==> src/rtl/mlp_argmax.sv <==
// -----------------------------------------------------------------------------
// mlp_argmax
//   Takes a snapshot of a batch of MLP output scores and reports the argmax of
//   each sample. Scores are compared as signed 32-bit values, one element per
//   cycle. Each result is handed to the consumer over a valid/ready handshake,
//   and done is raised once the last sample of the batch has been accepted.
//
// Ports
//   clk         in   clock, rising edge
//   rst         in   asynchronous reset, active low
//   start       in   capture data_in and run (sampled only while idle)
//   data_in     in   [31:0] x [COUNT][OUTPUT_SIZE] signed scores
//   busy        out  high whenever a batch is in progress
//   out_valid   out  result of the current sample is presented
//   out_ready   in   consumer accepts the presented result
//   class_idx   out  index of the winning score (lowest index on ties)
//   max_val     out  winning score
//   sample_idx  out  sample number of the presented result
//   done        out  batch complete; held until the next accepted start
// -----------------------------------------------------------------------------
module mlp_argmax #(
  parameter int OUTPUT_SIZE = 4,
  parameter int COUNT       = 1,
  parameter int IDX_W       = ($clog2(OUTPUT_SIZE) > 0 ? $clog2(OUTPUT_SIZE) : 1),
  parameter int SMP_W       = ($clog2(COUNT) > 0 ? $clog2(COUNT) : 1)
) (
  input  logic             clk,
  input  logic             rst,
  input  logic             start,
  input  logic [31:0]      data_in [COUNT][OUTPUT_SIZE],
  output logic             busy,
  output logic             out_valid,
  input  logic             out_ready,
  output logic [IDX_W-1:0] class_idx,
  output logic [31:0]      max_val,
  output logic [SMP_W-1:0] sample_idx,
  output logic             done
);

  typedef enum logic [1:0] {
    IDLE = 2'd0,
    SCAN = 2'd1,
    EMIT = 2'd2
  } state_t;

  // First element examined by SCAN. With a single score per sample there is
  // nothing to scan, so keep the counter at 0 to stay inside the array.
  localparam logic [IDX_W-1:0] K_INIT = (OUTPUT_SIZE > 1) ? IDX_W'(1) : '0;
  localparam logic [IDX_W-1:0] K_LAST = IDX_W'(OUTPUT_SIZE - 1);
  localparam logic [SMP_W-1:0] S_LAST = SMP_W'(COUNT - 1);
  localparam state_t AFTER_LOAD = (OUTPUT_SIZE > 1) ? SCAN : EMIT;

  state_t             state_q, state_d;
  logic [SMP_W-1:0]   s_q, s_d;
  logic [IDX_W-1:0]   k_q, k_d;
  logic [31:0]        best_q, best_d;
  logic [IDX_W-1:0]   best_idx_q, best_idx_d;
  logic               done_q, done_d;
  logic               load;

  // Snapshot of the batch; contents are only meaningful after a capture, so
  // it carries no reset.
  logic [31:0]        snap_q [COUNT][OUTPUT_SIZE];

  logic [31:0]        cur_elem;
  logic [SMP_W-1:0]   s_inc;

  assign cur_elem = snap_q[s_q][k_q];
  // Wraps at the last sample so the first-element read below never indexes
  // past the end of the snapshot; the wrapped value is never used.
  assign s_inc    = (s_q == S_LAST) ? '0 : s_q + SMP_W'(1);

  always_ff @(posedge clk) begin
    if (load) begin
      snap_q <= data_in;
    end
  end

  always_ff @(posedge clk or negedge rst) begin
    if (!rst) begin
      state_q    <= IDLE;
      s_q        <= '0;
      k_q        <= '0;
      best_q     <= '0;
      best_idx_q <= '0;
      done_q     <= 1'b0;
    end else begin
      state_q    <= state_d;
      s_q        <= s_d;
      k_q        <= k_d;
      best_q     <= best_d;
      best_idx_q <= best_idx_d;
      done_q     <= done_d;
    end
  end

  always_comb begin
    state_d    = state_q;
    s_d        = s_q;
    k_d        = k_q;
    best_d     = best_q;
    best_idx_d = best_idx_q;
    done_d     = done_q;
    load       = 1'b0;

    case (state_q)
      IDLE: begin
        if (start) begin
          // The snapshot is written at this same edge, so seed the running
          // maximum straight from the input.
          load       = 1'b1;
          done_d     = 1'b0;
          s_d        = '0;
          best_d     = data_in[0][0];
          best_idx_d = '0;
          k_d        = K_INIT;
          state_d    = AFTER_LOAD;
        end
      end

      SCAN: begin
        // Strict compare: an equal score never displaces an earlier index.
        if ($signed(cur_elem) > $signed(best_q)) begin
          best_d     = cur_elem;
          best_idx_d = k_q;
        end
        if (k_q == K_LAST) begin
          state_d = EMIT;
        end else begin
          k_d = k_q + IDX_W'(1);
        end
      end

      EMIT: begin
        if (out_ready) begin
          if (s_q == S_LAST) begin
            done_d  = 1'b1;
            state_d = IDLE;
          end else begin
            s_d        = s_inc;
            best_d     = snap_q[s_inc][0];
            best_idx_d = '0;
            k_d        = K_INIT;
            state_d    = AFTER_LOAD;
          end
        end
      end

      default: begin
        state_d = IDLE;
      end
    endcase
  end

  // Result fields read as zero whenever no result is being presented.
  assign busy       = (state_q != IDLE);
  assign out_valid  = (state_q == EMIT);
  assign class_idx  = out_valid ? best_idx_q : '0;
  assign max_val    = out_valid ? best_q : '0;
  assign sample_idx = out_valid ? s_q : '0;
  assign done       = done_q;

endmodule

==> config.mk <==
export PLATFORM = sky130hd
export DESIGN_NAME = mlp_argmax
export DESIGN_NICKNAME = d
export VERILOG_FILES = /design/src/rtl/mlp_argmax.sv
export SDC_FILE = /design/constraint.sdc
export NUM_CORES = 1
export LEC_CHECK = 0
export ABC_AREA = 1
export CORE_ASPECT_RATIO = 0.8
export CORE_MARGIN = 5
export CORE_UTILIZATION = 52
export DETAILED_ROUTE_END_ITERATION = 6
export MAX_ROUTING_LAYER = met4
export PLACE_DENSITY = 0.85
export SYNTH_ARGS = -nofsm -noshare
export SYNTH_HDL_FRONTEND = slang
export SYNTH_SLANG_ARGS = --single-unit
==> constraint.sdc <==
create_clock -name clk -period 4.35 [get_ports clk]
set_input_delay 0.87 -clock clk [delete_from_list [all_inputs] [get_ports clk]]
set_output_delay 0.87 -clock clk [all_outputs]
set_load 0.01 [all_outputs]
==> results of run 1 <==
-- critical path, cell delays in order, from the launching register on --
cell	delay, ns
dfrtp_1	0.37
inv_1	0.62
buf_4	0.31
o21ai_0	0.11
o22ai_1	0.27
ha_1	0.33
a21o_1	0.19
nor2_1	0.11
nand2_1	0.08
nand2_1	0.06
nand2_1	0.04
nand2_1	0.07
nand2_1	0.05
nand2_1	0.07
nand3_2	0.08
nand2_4	0.35
nand2_4	0.36
nand2_1	0.18
nand2_1	0.07
-- state kept, by name, indices dropped and copies added (netlist names) --
register and cells:
best_idx_q 2, k_q 2, snap_q 128, state_q 2
best_q 32, done 1
-- kinds of logic (layout without fill, tap and decap cells) --
logic type | Yosys count | in the layout | share of synthesized area, %
buffers and inverters | 132 | 295 | 6.55
AOI/OAI and AO/OA | 185 | 185 | 12.1
and+or+nand+nor | 331 | 331 | 16.4
other | 1 | 1 | 0.0461
DFF | 167 | 167 | 59.3
adders and majority gates | 37 | 37 | 5.69
-- power by group through the flow --
stage | clock (mW) | sequential, mW | combinational, mW
after floorplan | 0 | 2.52 | 2.82
after global placement | 0 | 2.59 | 3.69
after detailed placement | 0 | 2.59 | 3.85
after CTS | 1.59 | 2.57 | 3.91
after global routing | 1.65 | 2.62 | 4.43
final | 1.57 | 2.58 | 3.97
-- final cells by class --
class	count	area [sq um]	area share [%]
clock buffer	18	429	4.05
clock inverter	14	185	1.75
inverter	84	318	3.00
multi-input combinational	554	2790	26.3
sequential	167	4820	45.5
tap	210	263	2.48
timing repair buffer	179	1780	16.9
-- stage by stage --
step                cell area [sq um]  util [%]  hold slack (ns)
floorplan                        8130         -            0.442
global placement                 9970      65.8            0.461
detailed placement               9970      65.8            0.465
CTS                             10600      69.8            0.480
global route                    10600      69.8            0.502
finish                          10600      69.8            0.481
-- worst paths after layout --
| path | from | end | slack (ns) |
|---|---|---|---|
| worst max-delay path | k_q[1]$_DFFE_PN0P_ | best_q[6]$_DFFE_PN0P_ | 0.50 |
| worst max register to register | k_q[1]$_DFFE_PN0P_ | best_q[6]$_DFFE_PN0P_ | 0.50 |
| worst min register to register | best_idx_q[1]$_DFFE_PN0P_ | best_idx_q[1]$_DFFE_PN0P_ | 0.48 |
| min in group asynchronous | rst | done$_DFFE_PN0P_ | 0.57 |
| max in group asynchronous | rst | k_q[0]$_DFFE_PN0P_ | 3.14 |
| worst min-delay path | best_idx_q[1]$_DFFE_PN0P_ | best_idx_q[1]$_DFFE_PN0P_ | 0.48 |
-- Yosys cell counts (all sizes together) --
master / count / area, sq um
nand3: 40 / 205
dfrtp: 39 / 976
o21ai: 69 / 345
o21a: 2 / 15.0
nor2: 107 / 404
buf: 16 / 97.6
clkbuf: 32 / 120
nand2: 179 / 687
conb: 1 / 3.75
edfxtp: 128 / 3840
a32o: 1 / 10.0
a21o: 2 / 15.0
a21oi: 78 / 390
o22ai: 33 / 206
nor3: 2 / 15.0
ha: 37 / 463
inv: 84 / 315
nand4: 3 / 18.8
-- layer usage --
| metal | vias up | track usage, % | share of wire (%) |
|---|---|---|---|
| li1 | 3189 | - | - |
| met1 | 3123 | 34.2 | 41 |
| met2 | 454 | 38.1 | 44 |
| met3 | 46 | 5.32 | 12 |
| met4 | 0 | 10.6 | 2.7 |
| met5 | - | - | 0 |
==> impl_metrics.tcl, run 1 <==
set metrics [dict create \
    status "finished, final reports clean" \
    arrival_ns 4.17 \
    worst_setup_path_end_kind "register" \
    io_buffers 168 \
    min_path_type "register to register" \
    layout.nets 1172 \
    slew_viol_final 0 \
    yosys_warnings 0 \
    syn-num-nets 1022 \
    switching_share_pct 43.4 \
    core_area_sq_um 15200 \
    ctsHoldBuffers 0 \
    htree_levels 4 \
    cts.sinks 167 \
    reg2regPathDepth 18 \
    dpl.hpwl_mm 15.3 \
    fmaxAchievable_mhz 260 \
    cts_buffers 17 \
    worstMarginPinSlew_ns 1.24 \
    grt_pass1_wl_mm 34.6 \
    setup.worst_path.class "register to register" \
    hold_violations 0 \
    cellLeakagePower_nw 4.50 \
    pwr-share-seq_pct 31.8 \
    drc 0 \
    pre_cts_slack_ns 0.629 \
    routed_wl_mm 22.5 \
    intPower_mw 4.60 \
    finalWeightedCongestion 0.921 \
    start_kind "register" \
    firstDrtPassIters 5 \
    cts_tree "done" \
    overflow 0 \
    min_path_cells 2 \
    rsz0062_at_grt "no" \
    die_x_microns 150 \
    p_per_area_nw_per_um2 768 \
    syn_area_sq_um 8130 \
    cts.reportedPaths.clkPinSlew_ns 0.06 \
    p_switching_mw 3.53 \
    dp.cells 1194 \
    clock_path_buffers 2 \
    grt_pass1_vias 6601 \
    cp_max_fo 35 \
    start_util_pct 53.6 \
    grt_max_degree 129 \
    synthToLayoutAreaGrowth_pct 30.2 \
    clock_skew_ns 0.0164 \
    final_common_cell "nand2_1" \
    final_cell_mix "nand2_1 (177), clkdlybuf4s50_1 (167), edfxtp_1 (128), nor2_1 (106), inv_1 (82)" \
    syn_avg_cell_area_sq_um 9.53 \
    die_y_microns 122 \
    p_comb_share_pct 48.9 \
    rows 40 \
    fin_ws_ns 0.497 \
    cap_violations 0 \
    syn-instance-count 853 \
    io_pins 170 \
    antenna_left 0 \
    fin_crit_sh_pct 88.6 \
    routed-via-count 6812 \
    relSlewSlack_pct 17.2 \
    clockPowerShare_pct 19.4 \
    post-route-min-period_ns 3.85 \
    cts_setup_buffers 0 \
    clock-root-buffer "clkbuf_16" \
    grt_use_total_pct 25.5 \
    fin_tns_setup_ns 0 \
    cts_resized 0 \
    antenna_found_initial 0 \
    layout-drive-gt1-share_pct 5.02 \
    yosysSeqAreaShare_pct 59.3 \
    vias_per_cell 5.56 \
    final_cells 1226 \
    wl_per_cell_microns 18.3 \
    peakVddDrop_v 0.000574 \
    die-area_sq_um 18300 \
    setup_viol 0 \
    ys_types 27 \
    diodes 0 \
    dr.first_iter.drc_count 894 \
    fillers 1083 \
    crit_required_ns 4.66 \
    insertion_delay_ns 0.44 \
    synth_seq_cells 167 \
    fin_total_pwr_mw 8.13 \
]
(Power assumes the default switching activity.)
==> run 2, diff against run 1 <==
--- a/config.mk
+++ b/config.mk
@@ -12,6 +12,7 @@
 export DETAILED_ROUTE_END_ITERATION = 6
 export MAX_ROUTING_LAYER = met4
 export PLACE_DENSITY = 0.85
+export SLEW_MARGIN = 20
 export SYNTH_ARGS = -nofsm -noshare
 export SYNTH_HDL_FRONTEND = slang
 export SYNTH_SLANG_ARGS = --single-unit
==> run 2 against run 1 <==
First-iteration DRC count is 3.0% lower. Combinational power hardly changed. Final cell count stayed put. Via count is 0.32% lower. Clock power hardly changed. Flip-flop and latch count stayed put. Core utilization stayed put. Global-route usage stayed put. Critical path depth stayed put. Non-clock buffer count stayed put. Sequential power hardly changed. Fmax is 0.25% higher. Critical endpoint unchanged.
==> impl_metrics.tcl, run 2 (synthesis results as in run 1) <==
set metrics [dict create \
    status "finished, final reports clean" \
    grt_use_total_pct 25.5 \
    htree_levels 4 \
    die_x_microns 150 \
    cts_setup_buffers 0 \
    r2r_slack_ns 0.51 \
    reg2regPathDepth 18 \
    place_area_sq_um 9970 \
    core_area_sq_um 15200 \
    drc 0 \
    dpl.hpwl_mm 15.3 \
    cap_violations 0 \
    start_util_pct 53.6 \
    finalWeightedCongestion 0.921 \
    pwr-share-seq_pct 31.7 \
    wl_per_cell_microns 18.4 \
    switching_share_pct 43.4 \
    setup.worst_path.class "register to register" \
    final_cell_area_sq_um 10600 \
    final_core_util_pct 69.8 \
    reg.largest.list "snap_q x128, best_q x32" \
    dr.first_iter.drc_count 867 \
    clock_path_buffers 2 \
    io_pins 170 \
    grt_max_degree 129 \
    min_path_type "register to register" \
    r2r_end "best_q[6]$_DFFE_PN0P_" \
    rows 40 \
    fin_tns_setup_ns 0 \
    routed-via-count 6790 \
    ctsHoldBuffers 0 \
    worst_setup_path_end_kind "register" \
    rr_startpoint "k_q[1]$_DFFE_PN0P_" \
    min_path_cells 2 \
    grt_pass1_wl_mm 34.6 \
    cts.reportedPaths.clkPinSlew_ns 0.06 \
    crit_required_ns 4.67 \
    arrival_ns 4.16 \
    p_per_area_nw_per_um2 769 \
    cts_buffers 17 \
    post-route-min-period_ns 3.84 \
    intPower_mw 4.61 \
    layout.nets 1172 \
    routed_wl_mm 22.5 \
    cp_max_fo 35 \
    grt_pass1_vias 6601 \
    fillers 1083 \
    die-area_sq_um 18300 \
    overflow 0 \
    insertion_delay_ns 0.44 \
    rsz0062_at_grt "no" \
    synthToLayoutAreaGrowth_pct 30.2 \
    antenna_left 0 \
    cts_tree "done" \
    io_buffers 168 \
    die_y_microns 122 \
    vias_per_cell 5.54 \
    cts_resized 0 \
    firstDrtPassIters 5 \
    min_to "best_idx_q[1]$_DFFE_PN0P_" \
    cellLeakagePower_nw 4.49 \
    diodes 0 \
    clock-root-buffer "clkbuf_16" \
    hold_violations 0 \
    cts.sinks 167 \
    setup_viol 0 \
    layout-drive-gt1-share_pct 5.02 \
    top_register "snap_q" \
    final_cell_mix "nand2_1 (177), clkdlybuf4s50_1 (167), edfxtp_1 (128), nor2_1 (106), inv_1 (81)" \
    worstMarginPinSlew_ns 1.14 \
    clockPowerShare_pct 19.4 \
    fmaxAchievable_mhz 260 \
    start_kind "register" \
    final_common_cell "nand2_1" \
    p_comb_share_pct 48.9 \
    antenna_found_initial 0 \
    worst_hold_slack_ns 0.481 \
    slew_viol_final 0 \
    relSlewSlack_pct 24.1 \
    fin_crit_sh_pct 88.3 \
    min_from "best_idx_q[1]$_DFFE_PN0P_" \
    p_switching_mw 3.53 \
    largest_reg_flops 128 \
    clock_skew_ns 0.0146 \
    peakVddDrop_v 0.000572 \
]
==> run 2: cell count changes in the layout (fill, tap and decap cells not counted) <==
cell | before | now
clkinv_1 | 1 | 2
inv_1 | 82 | 81
==> run 2: per-stage QoR <==
step / power, mW / setup WS [ns] / cells
floorplan: 5.34 / 0.462 / 853
global placement: 6.28 / 0.830 / 1194
detailed placement: 6.45 / 0.629 / 1194
CTS: 8.06 / 0.612 / 1226
global route: 8.70 / 0.173 / 1226
finish: 8.14 / 0.507 / 1226
==> run 2: power by group through the flow <==
stage          combinational (mW)  sequential, mW  clock, mW
2_1_floorplan                2.82            2.52          0
3_3_place_gp                 3.69            2.59          0
3_5_place_dp                 3.85            2.59          0
4_1_cts                      3.91            2.57       1.59
5_1_grt                      4.43            2.62       1.65
6_report                     3.98            2.58       1.58
==> run 2: worst max path at each step <==
stage | startpoint | to | cells past startpoint
2_1_floorplan | start | snap_q[0]$_DFFE_PP_ | 2
3_3_place_gp | k_q[1]$_DFFE_PN0P_ | best_q[22]$_DFFE_PN0P_ | 18
3_5_place_dp | k_q[1]$_DFFE_PN0P_ | best_q[4]$_DFFE_PN0P_ | 18
4_1_cts | k_q[1]$_DFFE_PN0P_ | best_q[30]$_DFFE_PN0P_ | 18
5_1_grt | k_q[1]$_DFFE_PN0P_ | best_q[13]$_DFFE_PN0P_ | 18
6_report | k_q[1]$_DFFE_PN0P_ | best_q[6]$_DFFE_PN0P_ | 18
==> run 2: critical path: stages (launching register included) <==
cell and delay, ns:
dfrtp_1 0.37, inv_1 0.61, buf_4 0.30, o21ai_0 0.11, o22ai_1 0.28, ha_1 0.33, a21o_1 0.19, nor2_1 0.11
nand2_1 0.08, nand2_1 0.06, nand2_1 0.04, nand2_1 0.07, nand2_1 0.05, nand2_1 0.07, nand3_2 0.08, nand2_4 0.35
nand2_4 0.35, nand2_1 0.16, nand2_1 0.08
==> run 2: cell type report <==
type / count / area [sq um] / share of cell area, %
Clock buffer: 18 / 429 / 4.05
Clock inverter: 14 / 185 / 1.75
Inverter: 84 / 318 / 3.00
Multi-Input combinational cell: 554 / 2790 / 26.3
Sequential cell: 167 / 4820 / 45.5
Tap cell: 210 / 263 / 2.48
Timing Repair Buffer: 179 / 1780 / 16.9
==> run 2: layer usage <==
layer,global-route usage [%],routed length [microns],part of all wire [%],vias to the layer above
li1,-,-,-,3194
met2,38.1,10100,45,440
met5,-,0,0,-
met4,10.6,490,2.2,0
met1,34.2,9250,41,3115
met3,5.32,2670,12,41
==> run 3, diff against run 2 <==
--- a/config.mk
+++ b/config.mk
@@ -11,7 +11,7 @@
 export CORE_UTILIZATION = 52
 export DETAILED_ROUTE_END_ITERATION = 6
 export MAX_ROUTING_LAYER = met4
-export PLACE_DENSITY = 0.85
+export PLACE_DENSITY = 0.81
 export SLEW_MARGIN = 20
 export SYNTH_ARGS = -nofsm -noshare
 export SYNTH_HDL_FRONTEND = slang
==> run 3 against run 2 <==
Final cell count increased by 0.24%. Fmax increased by 0.51%. Largest power group unchanged. Sequential share of layout area increased by 0.054 points.
==> impl_metrics.tcl, run 3 (synthesis results as in run 1) <==
set metrics [dict create \
    post-route-min-period_ns 3.82 \
    final_cell_area_sq_um 10600 \
    pwr-share-seq_pct 31.9 \
    critPathMostFrequentCell "nand2_1" \
    die-area_sq_um 18300 \
    dpl.hpwl_mm 15.0 \
    vias_per_cell 5.54 \
    clock_path_buffers 2 \
    cts.sinks 167 \
    dr.first_iter.drc_count 818 \
    fin_tns_setup_ns 0 \
    routed-via-count 6806 \
    place_area_sq_um 10000 \
    setup_viol 0 \
    grt_use_total_pct 25.7 \
    fillers 1097 \
    intPower_mw 4.45 \
    cts.reportedPaths.clkPinSlew_ns 0.07 \
    status "finished, final reports clean" \
    drc 0 \
    final_cell_mix "nand2_1 (177), clkdlybuf4s50_1 (167), edfxtp_1 (128), nor2_1 (106), inv_1 (81)" \
    insertion_delay_ns 0.44 \
    rsz0062_at_grt "no" \
    final_cells 1229 \
    fin_crit_sh_pct 87.9 \
    cap_violations 0 \
    final_core_util_pct 69.7 \
    dp.cells 1197 \
    switching_share_pct 44.5 \
    layout-drive-gt1-share_pct 5.59 \
    cts_tree "done" \
    diodes 0 \
    fmaxAchievable_mhz 262 \
    p_comb_share_pct 49.5 \
    antenna_left 0 \
    wl_per_cell_microns 18.3 \
    finalWeightedCongestion 0.867 \
    die_x_microns 150 \
    p_per_area_nw_per_um2 759 \
    slowest_stage "inv_1" \
    clock-root-buffer "clkbuf_16" \
    slew_viol_final 0 \
    min_path_type "register to register" \
    htree_levels 4 \
    clockPowerShare_pct 18.6 \
    hold_violations 0 \
    critPathMaxStageDelay_ns 0.49 \
    layout.nets 1175 \
    p_switching_mw 3.57 \
    worst_setup_path_end_kind "register" \
    rows 40 \
    antenna_found_initial 0 \
    cp_max_fo 35 \
    seq_area_sq_um 4820 \
    synthToLayoutAreaGrowth_pct 30.1 \
    routed_wl_mm 22.4 \
    worstMarginPinSlew_ns 0.955 \
    peakVddDrop_v 0.000395 \
    multi_input_area_sq_um 2790 \
    io_pins 170 \
    top_register "snap_q" \
    setup.worst_path.class "register to register" \
    core_area_sq_um 15200 \
    die_y_microns 122 \
    fin_total_pwr_mw 8.03 \
    start_util_pct 53.6 \
    firstDrtPassIters 5 \
    grt_pass1_vias 6495 \
    reg.largest.list "snap_q x128, best_q x32" \
    io_buffers 168 \
    crit_required_ns 4.67 \
    cellLeakagePower_nw 4.50 \
    ctsHoldBuffers 0 \
    final_common_cell "nand2_1" \
    start_kind "register" \
    largest_reg_flops 128 \
    relSlewSlack_pct 36.3 \
    arrival_ns 4.14 \
    grt_max_degree 77 \
    cts_resized 0 \
    cp_cell_sequence "inv_1, buf_4, o21ai_0, o22ai_1, ha_1, a21oi_1, o21a_1, nand2_1, a21oi_1, nand2_1, nand2_1, nand3_2, nand2_4, nand2_4, nand2_1, nand2_1" \
    cts_buffers 17 \
    grt_pass1_wl_mm 35.0 \
    cts_setup_buffers 0 \
    overflow 0 \
    clock_skew_ns 0.0144 \
]
==> run 3: cell types whose count changed in the layout (fill, tap and decap cells not counted), sizes merged <==
cell and change:
buf +3, bufinv -3, clkbuf -1, inv +4
==> run 3: final timing paths <==
check	from	end	slack (ns)	cells past startpoint
max in group asynchronous	rst	k_q[0]$_DFFE_PN0P_	3.11	1
min in group asynchronous	rst	done$_DFFE_PN0P_	0.58	1
worst max-delay path	k_q[1]$_DFFE_PN0P_	best_q[22]$_DFFE_PN0P_	0.53	16
worst min-delay path	best_idx_q[1]$_DFFE_PN0P_	best_idx_q[1]$_DFFE_PN0P_	0.48	2
worst min register to register	best_idx_q[1]$_DFFE_PN0P_	best_idx_q[1]$_DFFE_PN0P_	0.48	2
worst max register to register	k_q[1]$_DFFE_PN0P_	best_q[22]$_DFFE_PN0P_	0.53	16
==> run 3: per-layer routing <==
metal | wire [microns] | GRT usage [%] | part of all wire, %
met1 | 9310 | 36.1 | 41
met2 | 10200 | 37.6 | 45
met3 | 2620 | 5.88 | 12
met4 | 329 | 7.49 | 1.5
met5 | 0 | - | 0
==> run 3: final cells by class <==
type | instances | share of cell area (%)
clock buffers | 17 | 4.02
clock inverters | 15 | 1.46
inverters | 84 | 3.01
multi-input cells | 554 | 26.4
flip-flops and latches | 167 | 45.6
well taps | 210 | 2.48
repair buffers | 182 | 17.1
==> run 3: power groups by stage <==
stage	sequential, mW	combinational (mW)	clock, mW
after global placement	2.57	3.76	0
after global routing	2.60	4.50	1.56
final	2.56	3.98	1.49
after floorplan	2.52	2.82	0
after CTS	2.55	3.94	1.50
after detailed placement	2.58	3.88	0
==> run 3: worst max-delay path: cells and delay by family (launching register included) <==
| family | cells | cell delay [ns] |
|---|---|---|
| adder cells (fa/ha/maj) | 1 | 0.32 |
| AND/OR/NAND/NOR | 8 | 1.29 |
| flip-flops | 1 | 0.38 |
| AO/OA/AOI/OAI | 5 | 0.97 |
| buffers and inverters | 2 | 0.77 |
==> run 3: stage by stage <==
| step | worst slack, ns | hold WS (ns) |
|---|---|---|
| 2_1_floorplan | 0.462 | 0.442 |
| 3_3_place_gp | 0.882 | 0.460 |
| 3_5_place_dp | 0.669 | 0.468 |
| 4_1_cts | 0.598 | 0.485 |
| 5_1_grt | 0.227 | 0.497 |
| 6_report | 0.526 | 0.482 |
